<file path="config.mk">
export PLATFORM = sky130hd
export DESIGN_NAME = ixu_regfile_flat
export DESIGN_NICKNAME = d
export VERILOG_FILES = /design/src/rtl/ixu_pkg.sv /design/src/rtl/ixu_regfile_if.sv /design/src/rtl/ixu_regfile_fwd_mux.sv /design/src/rtl/ixu_regfile.sv /design/src/flat_wrapper.sv
export SDC_FILE = /design/constraint.sdc
export NUM_CORES = 2
export LEC_CHECK = 0
export CAP_MARGIN = 10
export CORE_MARGIN = 1
export CORE_UTILIZATION = 30
export CTS_CLUSTER_SIZE = 20
export DETAILED_ROUTE_END_ITERATION = 8
export GPL_TIMING_DRIVEN = 0
export PLACE_DENSITY_LB_ADDON = 0.25
export SKIP_LAST_GASP = 1
export SLEW_MARGIN = 20
export SYNTH_ARGS = -nofsm -noshare
export SYNTH_HDL_FRONTEND = slang
export SYNTH_SLANG_ARGS = --single-unit
</file>
<file path="constraint.sdc">
create_clock -name clk -period 41.5 [get_ports clk]
set_clock_uncertainty 0.05 [all_clocks]
set_input_delay 8.3 -clock clk [delete_from_list [all_inputs] [get_ports clk]]
set_output_delay 8.3 -clock clk [all_outputs]
set_load 0.1 [all_outputs]
</file>
<file path="src/rtl/ixu_pkg.sv">
// rtl/ixu_pkg.sv - shared constants and types for the IXU register file
package ixu_pkg;

  localparam int XLEN_DEF  = 32;
  localparam int NREGS_DEF = 32;
  localparam int REG_AW    = 5;
  localparam int LANES_DEF = 2;

  typedef logic [REG_AW-1:0]   reg_addr_t;
  typedef logic [XLEN_DEF-1:0] xdata_t;

endpackage

</file>
<file path="src/rtl/ixu_regfile_if.sv">
// rtl/ixu_regfile_if.sv - per-lane read, forward and writeback bus between IXU lanes and the register file
interface ixu_regfile_if
  import ixu_pkg::*;
#(
  parameter int LANES = LANES_DEF,
  parameter int XLEN  = XLEN_DEF
);

  reg_addr_t [LANES-1:0]           rs1_addr;
  reg_addr_t [LANES-1:0]           rs2_addr;
  logic      [LANES-1:0][XLEN-1:0] rs1_data;
  logic      [LANES-1:0][XLEN-1:0] rs2_data;
  logic      [LANES-1:0]           is_rs1_fwd;
  logic      [LANES-1:0]           is_rs2_fwd;
  logic      [LANES-1:0][XLEN-1:0] rs1_fwd_data;
  logic      [LANES-1:0][XLEN-1:0] rs2_fwd_data;
  reg_addr_t [LANES-1:0]           wr_addr;
  logic      [LANES-1:0][XLEN-1:0] wr_data;
  logic      [LANES-1:0]           wr_en;

  modport master (
    output rs1_addr, rs2_addr, wr_addr, wr_data, wr_en,
    input  rs1_data, rs2_data, is_rs1_fwd, is_rs2_fwd, rs1_fwd_data, rs2_fwd_data
  );

  modport slave (
    input  rs1_addr, rs2_addr, wr_addr, wr_data, wr_en,
    output rs1_data, rs2_data, is_rs1_fwd, is_rs2_fwd, rs1_fwd_data, rs2_fwd_data
  );

endinterface

</file>
<file path="src/rtl/ixu_regfile_fwd_mux.sv">
// rtl/ixu_regfile_fwd_mux.sv - priority match of one read address against all lane write ports
module ixu_regfile_fwd_mux
  import ixu_pkg::*;
#(
  parameter int LANES = LANES_DEF,
  parameter int XLEN  = XLEN_DEF
) (
  input  reg_addr_t                       rd_addr,
  input  reg_addr_t [LANES-1:0]           wr_addr,
  input  logic      [LANES-1:0][XLEN-1:0] wr_data,
  input  logic      [LANES-1:0]           wr_en,
  output logic                            hit,
  output logic      [XLEN-1:0]            data
);

  // Ascending scan so the highest-index lane wins, matching the storage write order.
  always_comb begin
    hit  = 1'b0;
    data = '0;
    for (int j = 0; j < LANES; j++) begin
      if (wr_en[j] && (wr_addr[j] == rd_addr) && (rd_addr != '0)) begin
        hit  = 1'b1;
        data = wr_data[j];
      end
    end
  end

endmodule

</file>
<file path="src/rtl/ixu_regfile.sv">
// rtl/ixu_regfile.sv - shared multi-lane integer register file with forwarding and collision statistics
module ixu_regfile
  import ixu_pkg::*;
#(
  parameter int LANES = LANES_DEF,
  parameter int XLEN  = XLEN_DEF,
  parameter int NREGS = NREGS_DEF
) (
  input  logic              clk,
  input  logic              rst,
  ixu_regfile_if.slave      rf,
  input  logic              clr_err,
  output logic              wr_collision,
  output logic [15:0]       collision_count,
  input  reg_addr_t         dbg_addr,
  output logic [XLEN-1:0]   dbg_data
);

  logic [XLEN-1:0] regs [1:NREGS-1];
  logic [XLEN-1:0] view [NREGS];
  logic            collision;

  // Later lanes overwrite earlier ones in the unrolled loop, giving highest-index priority.
  always_ff @(posedge clk or posedge rst) begin
    if (rst) begin
      for (int r = 1; r < NREGS; r++) regs[r] <= '0;
    end else begin
      for (int r = 1; r < NREGS; r++) begin
        for (int j = 0; j < LANES; j++) begin
          if (rf.wr_en[j] && (rf.wr_addr[j] == reg_addr_t'(r))) regs[r] <= rf.wr_data[j];
        end
      end
    end
  end

  always_comb begin
    view[0] = '0;
    for (int r = 1; r < NREGS; r++) view[r] = regs[r];
  end

  assign dbg_data = view[dbg_addr];

  for (genvar l = 0; l < LANES; l++) begin : g_lane
    assign rf.rs1_data[l] = view[rf.rs1_addr[l]];
    assign rf.rs2_data[l] = view[rf.rs2_addr[l]];

    ixu_regfile_fwd_mux #(.LANES(LANES), .XLEN(XLEN)) u_fwd_rs1 (
      .rd_addr (rf.rs1_addr[l]),
      .wr_addr (rf.wr_addr),
      .wr_data (rf.wr_data),
      .wr_en   (rf.wr_en),
      .hit     (rf.is_rs1_fwd[l]),
      .data    (rf.rs1_fwd_data[l])
    );

    ixu_regfile_fwd_mux #(.LANES(LANES), .XLEN(XLEN)) u_fwd_rs2 (
      .rd_addr (rf.rs2_addr[l]),
      .wr_addr (rf.wr_addr),
      .wr_data (rf.wr_data),
      .wr_en   (rf.wr_en),
      .hit     (rf.is_rs2_fwd[l]),
      .data    (rf.rs2_fwd_data[l])
    );
  end

  always_comb begin
    collision = 1'b0;
    for (int i = 0; i < LANES; i++) begin
      for (int j = i + 1; j < LANES; j++) begin
        if (rf.wr_en[i] && rf.wr_en[j] && (rf.wr_addr[i] == rf.wr_addr[j]) && (rf.wr_addr[i] != '0))
          collision = 1'b1;
      end
    end
  end

  // Clear takes priority over a collision in the same cycle.
  always_ff @(posedge clk or posedge rst) begin
    if (rst) begin
      wr_collision    <= 1'b0;
      collision_count <= '0;
    end else if (clr_err) begin
      wr_collision    <= 1'b0;
      collision_count <= '0;
    end else if (collision) begin
      wr_collision <= 1'b1;
      if (collision_count != 16'hFFFF) collision_count <= collision_count + 16'd1;
    end
  end

endmodule

</file>
<file path="src/flat_wrapper.sv">
// flat-port wrapper written by rule: the top's interface ports become plain ports
module ixu_regfile_flat import ixu_pkg::*;
#(
  parameter int LANES = LANES_DEF,
  parameter int XLEN  = XLEN_DEF,
  parameter int NREGS = NREGS_DEF
)
  (clk, rst, clr_err, wr_collision, collision_count, dbg_addr, dbg_data, rf_rs1_addr, rf_rs2_addr, rf_wr_addr, rf_wr_data, rf_wr_en, rf_rs1_data, rf_rs2_data, rf_is_rs1_fwd, rf_is_rs2_fwd, rf_rs1_fwd_data, rf_rs2_fwd_data);
  ixu_regfile_if #(.LANES(LANES), .XLEN(XLEN)) rf_i ();
  input  logic clk;
  input  logic rst;
  input  logic clr_err;
  output logic wr_collision;
  output logic [15:0] collision_count;
  input  reg_addr_t dbg_addr;
  output logic [XLEN-1:0] dbg_data;
  input wire logic [$bits(rf_i.rs1_addr)-1:0] rf_rs1_addr;
  input wire logic [$bits(rf_i.rs2_addr)-1:0] rf_rs2_addr;
  input wire logic [$bits(rf_i.wr_addr)-1:0] rf_wr_addr;
  input wire logic [$bits(rf_i.wr_data)-1:0] rf_wr_data;
  input wire logic [$bits(rf_i.wr_en)-1:0] rf_wr_en;
  output wire logic [$bits(rf_i.rs1_data)-1:0] rf_rs1_data;
  output wire logic [$bits(rf_i.rs2_data)-1:0] rf_rs2_data;
  output wire logic [$bits(rf_i.is_rs1_fwd)-1:0] rf_is_rs1_fwd;
  output wire logic [$bits(rf_i.is_rs2_fwd)-1:0] rf_is_rs2_fwd;
  output wire logic [$bits(rf_i.rs1_fwd_data)-1:0] rf_rs1_fwd_data;
  output wire logic [$bits(rf_i.rs2_fwd_data)-1:0] rf_rs2_fwd_data;
  assign rf_i.rs1_addr = rf_rs1_addr;
  assign rf_i.rs2_addr = rf_rs2_addr;
  assign rf_i.wr_addr = rf_wr_addr;
  assign rf_i.wr_data = rf_wr_data;
  assign rf_i.wr_en = rf_wr_en;
  assign rf_rs1_data = rf_i.rs1_data;
  assign rf_rs2_data = rf_i.rs2_data;
  assign rf_is_rs1_fwd = rf_i.is_rs1_fwd;
  assign rf_is_rs2_fwd = rf_i.is_rs2_fwd;
  assign rf_rs1_fwd_data = rf_i.rs1_fwd_data;
  assign rf_rs2_fwd_data = rf_i.rs2_fwd_data;
  ixu_regfile #(.LANES(LANES), .XLEN(XLEN), .NREGS(NREGS)) u_core (.clk(clk), .rst(rst), .rf(rf_i), .clr_err(clr_err), .wr_collision(wr_collision), .collision_count(collision_count), .dbg_addr(dbg_addr), .dbg_data(dbg_data));
endmodule
</file>
## Word level (Yosys, flattened, before mapping)

Index checks and enable logic that the tools add are counted.

| word-level totals | value |
|---|---|
| register bits | 1009 |
| input port bits | 104 |
| output and inout bits | 309 |
| word-level logic and storage cells | 335 |

| operators by class | value |
|---|---|
| $add $sub $neg | 1 |
| order comparisons | 5 |
| equal/unequal tests | 72 |
| multiplexer cells | 99 |
| bitwise logic cells | 5 |
| reductions and logical operators | 120 |

Operators with widths:

| kind | count |
|---|---|
| 2-to-1 mux 32 bit | 80 |
| binary-select mux 32 bit (select 5 bit) | 5 |
| == test 5 bit (second input constant) | 32 |
| logical AND 1 bit | 81 |
| == test 5 x 4 -> 1 bit (second input constant) | 16 |
| nonzero test 2 bit | 33 |
| 2-to-1 mux 16 bit | 3 |
| == test 5 bit | 9 |
| == test 5 x 3 -> 1 bit (second input constant) | 8 |
| greater-or-equal comparator 6 bit (second input constant) | 5 |
| NOT 5 -> 6 bit | 5 |
| nonzero test 5 bit | 5 |
| == test 5 x 2 -> 1 bit (second input constant) | 4 |
| adder 16 x 1 -> 16 bit (second input constant) | 1 |
| inequality test 16 bit (second input constant) | 1 |
| 2-to-1 mux 1 bit | 11 |
| == test 5 x 1 -> 1 bit (second input constant) | 2 |
| AND reduction 2 bit | 1 |

## Longest topological paths before layout

| depth | value |
|---|---|
| depth after elaboration | 6 |
| gate-level depth with buffers | 9 |
| gate-level depth less buffers | 6 |

## By module

A second synthesis with hierarchy kept.

| unflattened totals | value |
|---|---|
| cells, all modules | 8655 |
| area, all modules | 90669.5 µm² |

Modules (own cells, without submodules):

| module | times used | cells each | area each (µm²) | seq. area each (µm²) |
|---|---|---|---|---|
| ixu_regfile | 1 | 8275 | 86770.7 | 25249.2 |
| ixu_regfile_fwd_mux | 4 | 95 | 974.7 | 0.0 |

## Least setup slack after synthesis

Ideal clock, no wire load.

| path | value |
|---|---|
| kind | input -> output |
| start | in rf_rs1_addr[0] |
| end | out rf_rs1_data[10] |
| arrival time | 11.626 ns |
| required time | 33.150 ns |
| slack | 21.524 ns |
| stages | 9 |
| path buffers | 4 |
| cells stage by stage | buf_2 -> buf_2 -> buf_2 -> nor2b_1 -> clkbuf_1 -> a22oi_1 -> nor2_1 -> o31ai_1 -> o21ai_0 |

| on the way | value |
|---|---|
| word-level cells in the longest chain between the ends | 4 |

Ends and longest elaborated chain:

| item | line | source |
|---|---|---|
| start, declared | flat_wrapper.sv:17 | `input wire logic [$bits(rf_i.rs1_addr)-1:0] rf_rs1_addr;` |
| NOT 5 -> 6 bit (not written as such) | ixu_regfile.sv:44 | `assign rf.rs1_data[l] = view[rf.rs1_addr[l]];` |
| binary-select mux 32 bit (select 5 bit) | ixu_regfile.sv:44 |  |
| 2-to-1 mux 32 bit (not written as such) (2 in a row) | ixu_regfile.sv:44 |  |
| end, declared | flat_wrapper.sv:22 | `output wire logic [$bits(rf_i.rs1_data)-1:0] rf_rs1_data;` |

Every way passes these cells. The select of a mux whose other input is x is not followed.

## Final worst setup path

| path | value |
|---|---|
| start | in rf_rs2_addr[1] |
| end | out rf_rs2_data[2] |

| on the way | value |
|---|---|
| word-level cells in the longest chain between the ends | 4 |

Ends and longest elaborated chain:

| item | line | source |
|---|---|---|
| start, declared | flat_wrapper.sv:18 | `input wire logic [$bits(rf_i.rs2_addr)-1:0] rf_rs2_addr;` |
| NOT 5 -> 6 bit (not written as such) | ixu_regfile.sv:45 | `assign rf.rs2_data[l] = view[rf.rs2_addr[l]];` |
| binary-select mux 32 bit (select 5 bit) | ixu_regfile.sv:45 |  |
| 2-to-1 mux 32 bit (not written as such) (2 in a row) | ixu_regfile.sv:45 |  |
| end, declared | flat_wrapper.sv:23 | `output wire logic [$bits(rf_i.rs2_data)-1:0] rf_rs2_data;` |

Every way passes these cells. The select of a mux whose other input is x is not followed.

==> impl_metrics.json <==
{
  "status": "complete, no violations",
  "cts_hold_buf": 0,
  "finalHoldWorstSlack_ns": 0.537,
  "io_buffers": 329,
  "syn_to_final_growth_pct": 16.3,
  "switchingPower_uw": 2320,
  "antenna_found_initial": 114,
  "ctsResizeCount": 0,
  "ys.flop_type": "dfrtp_1",
  "synth_cells": 8579,
  "clk_latency_ns": 0.88,
  "synth.avg_cell_area_sq_um": 10.4,
  "met2_usage_pct": 61.0,
  "synth_area_sq_um": 89400,
  "finalCritPeriodShare_pct": 56.3,
  "worst_pin_slew_ns": 1.44,
  "rsz0062_at_grt": "false",
  "die_x_um": 548,
  "clk_pin_slew_ns": 0.06,
  "pwr-share-clk_pct": 25.5,
  "wl_per_cell_um": 52.5,
  "synth_edf_count": 0,
  "dp_hpwl_mm": 513,
  "async_flop_share_pct": 100,
  "period_needed_ns": 23.35,
  "seqPwrFrac_pct": 32.8,
  "cts_root_buffer": "clkbuf_16",
  "cellPowerDensity_nw_per_um2": 50.4,
  "vias": 94327,
  "cts_setup_buffers": 0,
  "synth_most_common_cell": "mux2i_1",
  "cts_buffer_depth": 4,
  "p_int_uw": 2920,
  "synth_top_area_share_pct": 28.3,
  "worstSetupPathType": "in2out",
  "hp-class": "reg2reg",
  "drive_above_1_share_pct": 23.5,
  "crit_path_max_fanout": 12,
  "ys_top_cells_by_area": "dfrtp_1, mux4_2, mux2i_1, a21oi_1, a22o_1",
  "route.detailed.drc": 0,
  "grt_pass1_vias": 87661,
  "yosysTopAreaCell": "dfrtp_1",
  "worst_setup_path_end_kind": "primary output",
  "htreeDepth": 4,
  "gp_congestion": 1.09,
  "fin_tns_setup_ns": 0,
  "gr-max-usage-layer": "met2",
  "r2r_setup_slack_ns": 39.25,
  "overflow": 0,
  "synth_cell_types": 51,
  "tritoncts": "built",
  "cts_buffers": 145,
  "clock_sinks": 1009,
  "ant_nets": 0,
  "maxCapViolCount": 0,
  "wirelength_mm": 693,
  "cp-start-kind": "input port",
  "cp.arrival_ns": 15.00,
  "use_met1_pct": 51.3,
  "combinationalPowerShare_pct": 41.7,
  "irDropWorstVdd_mv": 0.0418,
  "start_util_pct": 30.1,
  "seq_area_frac_synth_pct": 28.3,
  "ys_warn_count": 0,
  "core.rowCount": 200,
  "grt_usage_pct": 44.8,
  "max-slew-margin-rel_pct": 4.17,
  "avgViaCountPerCell": 7.14,
  "io_pins": 413,
  "p_sw_share_pct": 44.3,
  "grt_use_met3_pct": 24.8,
  "die_area_sq_um": 300000,
  "layout.nets": 9208,
  "die_y_um": 548,
  "hold_violations": 0,
  "setup_violations": 0,
  "dr.pass1.iters": 9,
  "grt_max_degree": 95,
  "slew_violations": 0,
  "max_freq_mhz": 42.8,
  "leakage_uw": 0.0422,
  "ys_ff_latch": 1009,
  "core_area_sq_um": 297000,
  "syn-num-nets": 8684,
  "grt_pass1_wl_mm": 880,
  "required_ns": 33.15,
  "synth.cells.most_frequent": "mux2i_1, dfrtp_1, mux4_2",
  "drtIter0Drc": 17219
}
==> logic make-up (layout without fill, tap and decap cells) <==
group / after synthesis / count (layout) / synth area share [%]
fa+ha+maj: 1 / 1 / 0.0140
mux: 2599 / 2599 / 42.9
buf+inv: 1137 / 1763 / 5.70
flops: 1009 / 1009 / 28.3
xor+xnor: 44 / 44 / 0.431
other cells: 0 / 71 / 0
compound gates: 2260 / 2260 / 15.7
simple gates: 1529 / 1529 / 7.00
==> stage by stage <==
| stage | utilization (%) | cells | setup slack, ns | area [sq um] | power (uW) |
|---|---|---|---|---|---|
| floorplan | - | 8579 | 4.76 | 89400 | 2990 |
| global placement | 32.9 | 12847 | -10.88 | 97600 | 3720 |
| detailed placement | 33.3 | 12889 | 18.89 | 98800 | 3780 |
| CTS | 34.9 | 13138 | 18.87 | 104000 | 5090 |
| global route | 35.0 | 13157 | 18.38 | 104000 | 5320 |
| finish | 35.0 | 13215 | 18.15 | 104000 | 5240 |
==> worst max-delay path, stage by stage <==
cell	delay (ns)
clkdlybuf4s50_1	0.48
buf_2	0.47
buf_2	0.62
buf_2	0.69
nand2_1	0.91
clkbuf_2	0.68
o221ai_1	0.35
nand2_1	0.34
o21ai_0	0.78
clkdlybuf4s50_1	1.29
==> state kept, by name (all words and copies together), names as in the netlist <==
register / count
u_core.regs: 992
u_core.wr_collision: 1
u_core.collision_count: 16
==> power by group through the flow <==
| stage | Combinational (uW) | Sequential, uW | Clock (uW) |
|---|---|---|---|
| after global routing | 2220 | 1740 | 1350 |
| after floorplan | 1470 | 1510 | 0 |
| after global placement | 2060 | 1660 | 0 |
| final | 2190 | 1720 | 1340 |
| after detailed placement | 2090 | 1690 | 0 |
| after CTS | 2100 | 1680 | 1320 |
==> placed cells by master, fill, tap and decap left out, drive strengths merged, types with 9 or more instances in the layout <==
cell,netlist,final
nand2,527,527
xnor2,25,25
clkinvlp,0,9
dfrtp,1009,1009
o21ai,544,544
inv,6,13
or4,16,16
o31ai,71,71
nand3,14,14
nor4,9,9
clkinv,0,31
o22ai,64,64
clkbuf,615,809
mux4,960,960
mux2,262,262
a21oi,875,875
bufinv,0,10
a22o,448,448
buf,516,563
nand2b,12,12
nor2,873,873
nand4,11,11
mux2i,1377,1377
o221ai,96,96
clkdlybuf4s50,0,328
a22oi,159,159
diode,0,71
xor2,19,19
nor2b,30,30
==> routing by layer <==
metal | wire length, um | vias to the layer above
li1 | - | 33964
met1 | 244000 | 48059
met2 | 274000 | 9464
met3 | 110000 | 2759
met4 | 64300 | 81
met5 | 1520 | -
==> worst paths after layout <==
check | startpoint | end | cells after the start
max in group asynchronous | rst | u_core.regs[405] | 6
hold reg to reg | u_core.collision_count[10] | u_core.collision_count[10] | 2
setup / recovery | rf_rs2_addr[1] | rf_rs2_data[2] | 10
hold / removal | u_core.collision_count[10] | u_core.collision_count[10] | 2
min in group asynchronous | rst | u_core.regs[3] | 2
setup reg to reg | u_core.collision_count[0] | u_core.collision_count[7] | 7
==> layout make-up <==
type,count,area [sq um]
antenna,71,178
buffer,1131,5340
clock buffer,192,4080
clock inverter,57,658
fill,29993,193000
inverter,6,30.0
multi-input combinational,6433,59100
sequential,1009,25200
tap,3939,4930
timing repair buffer,377,4320
(Power assumes the default switching activity.)
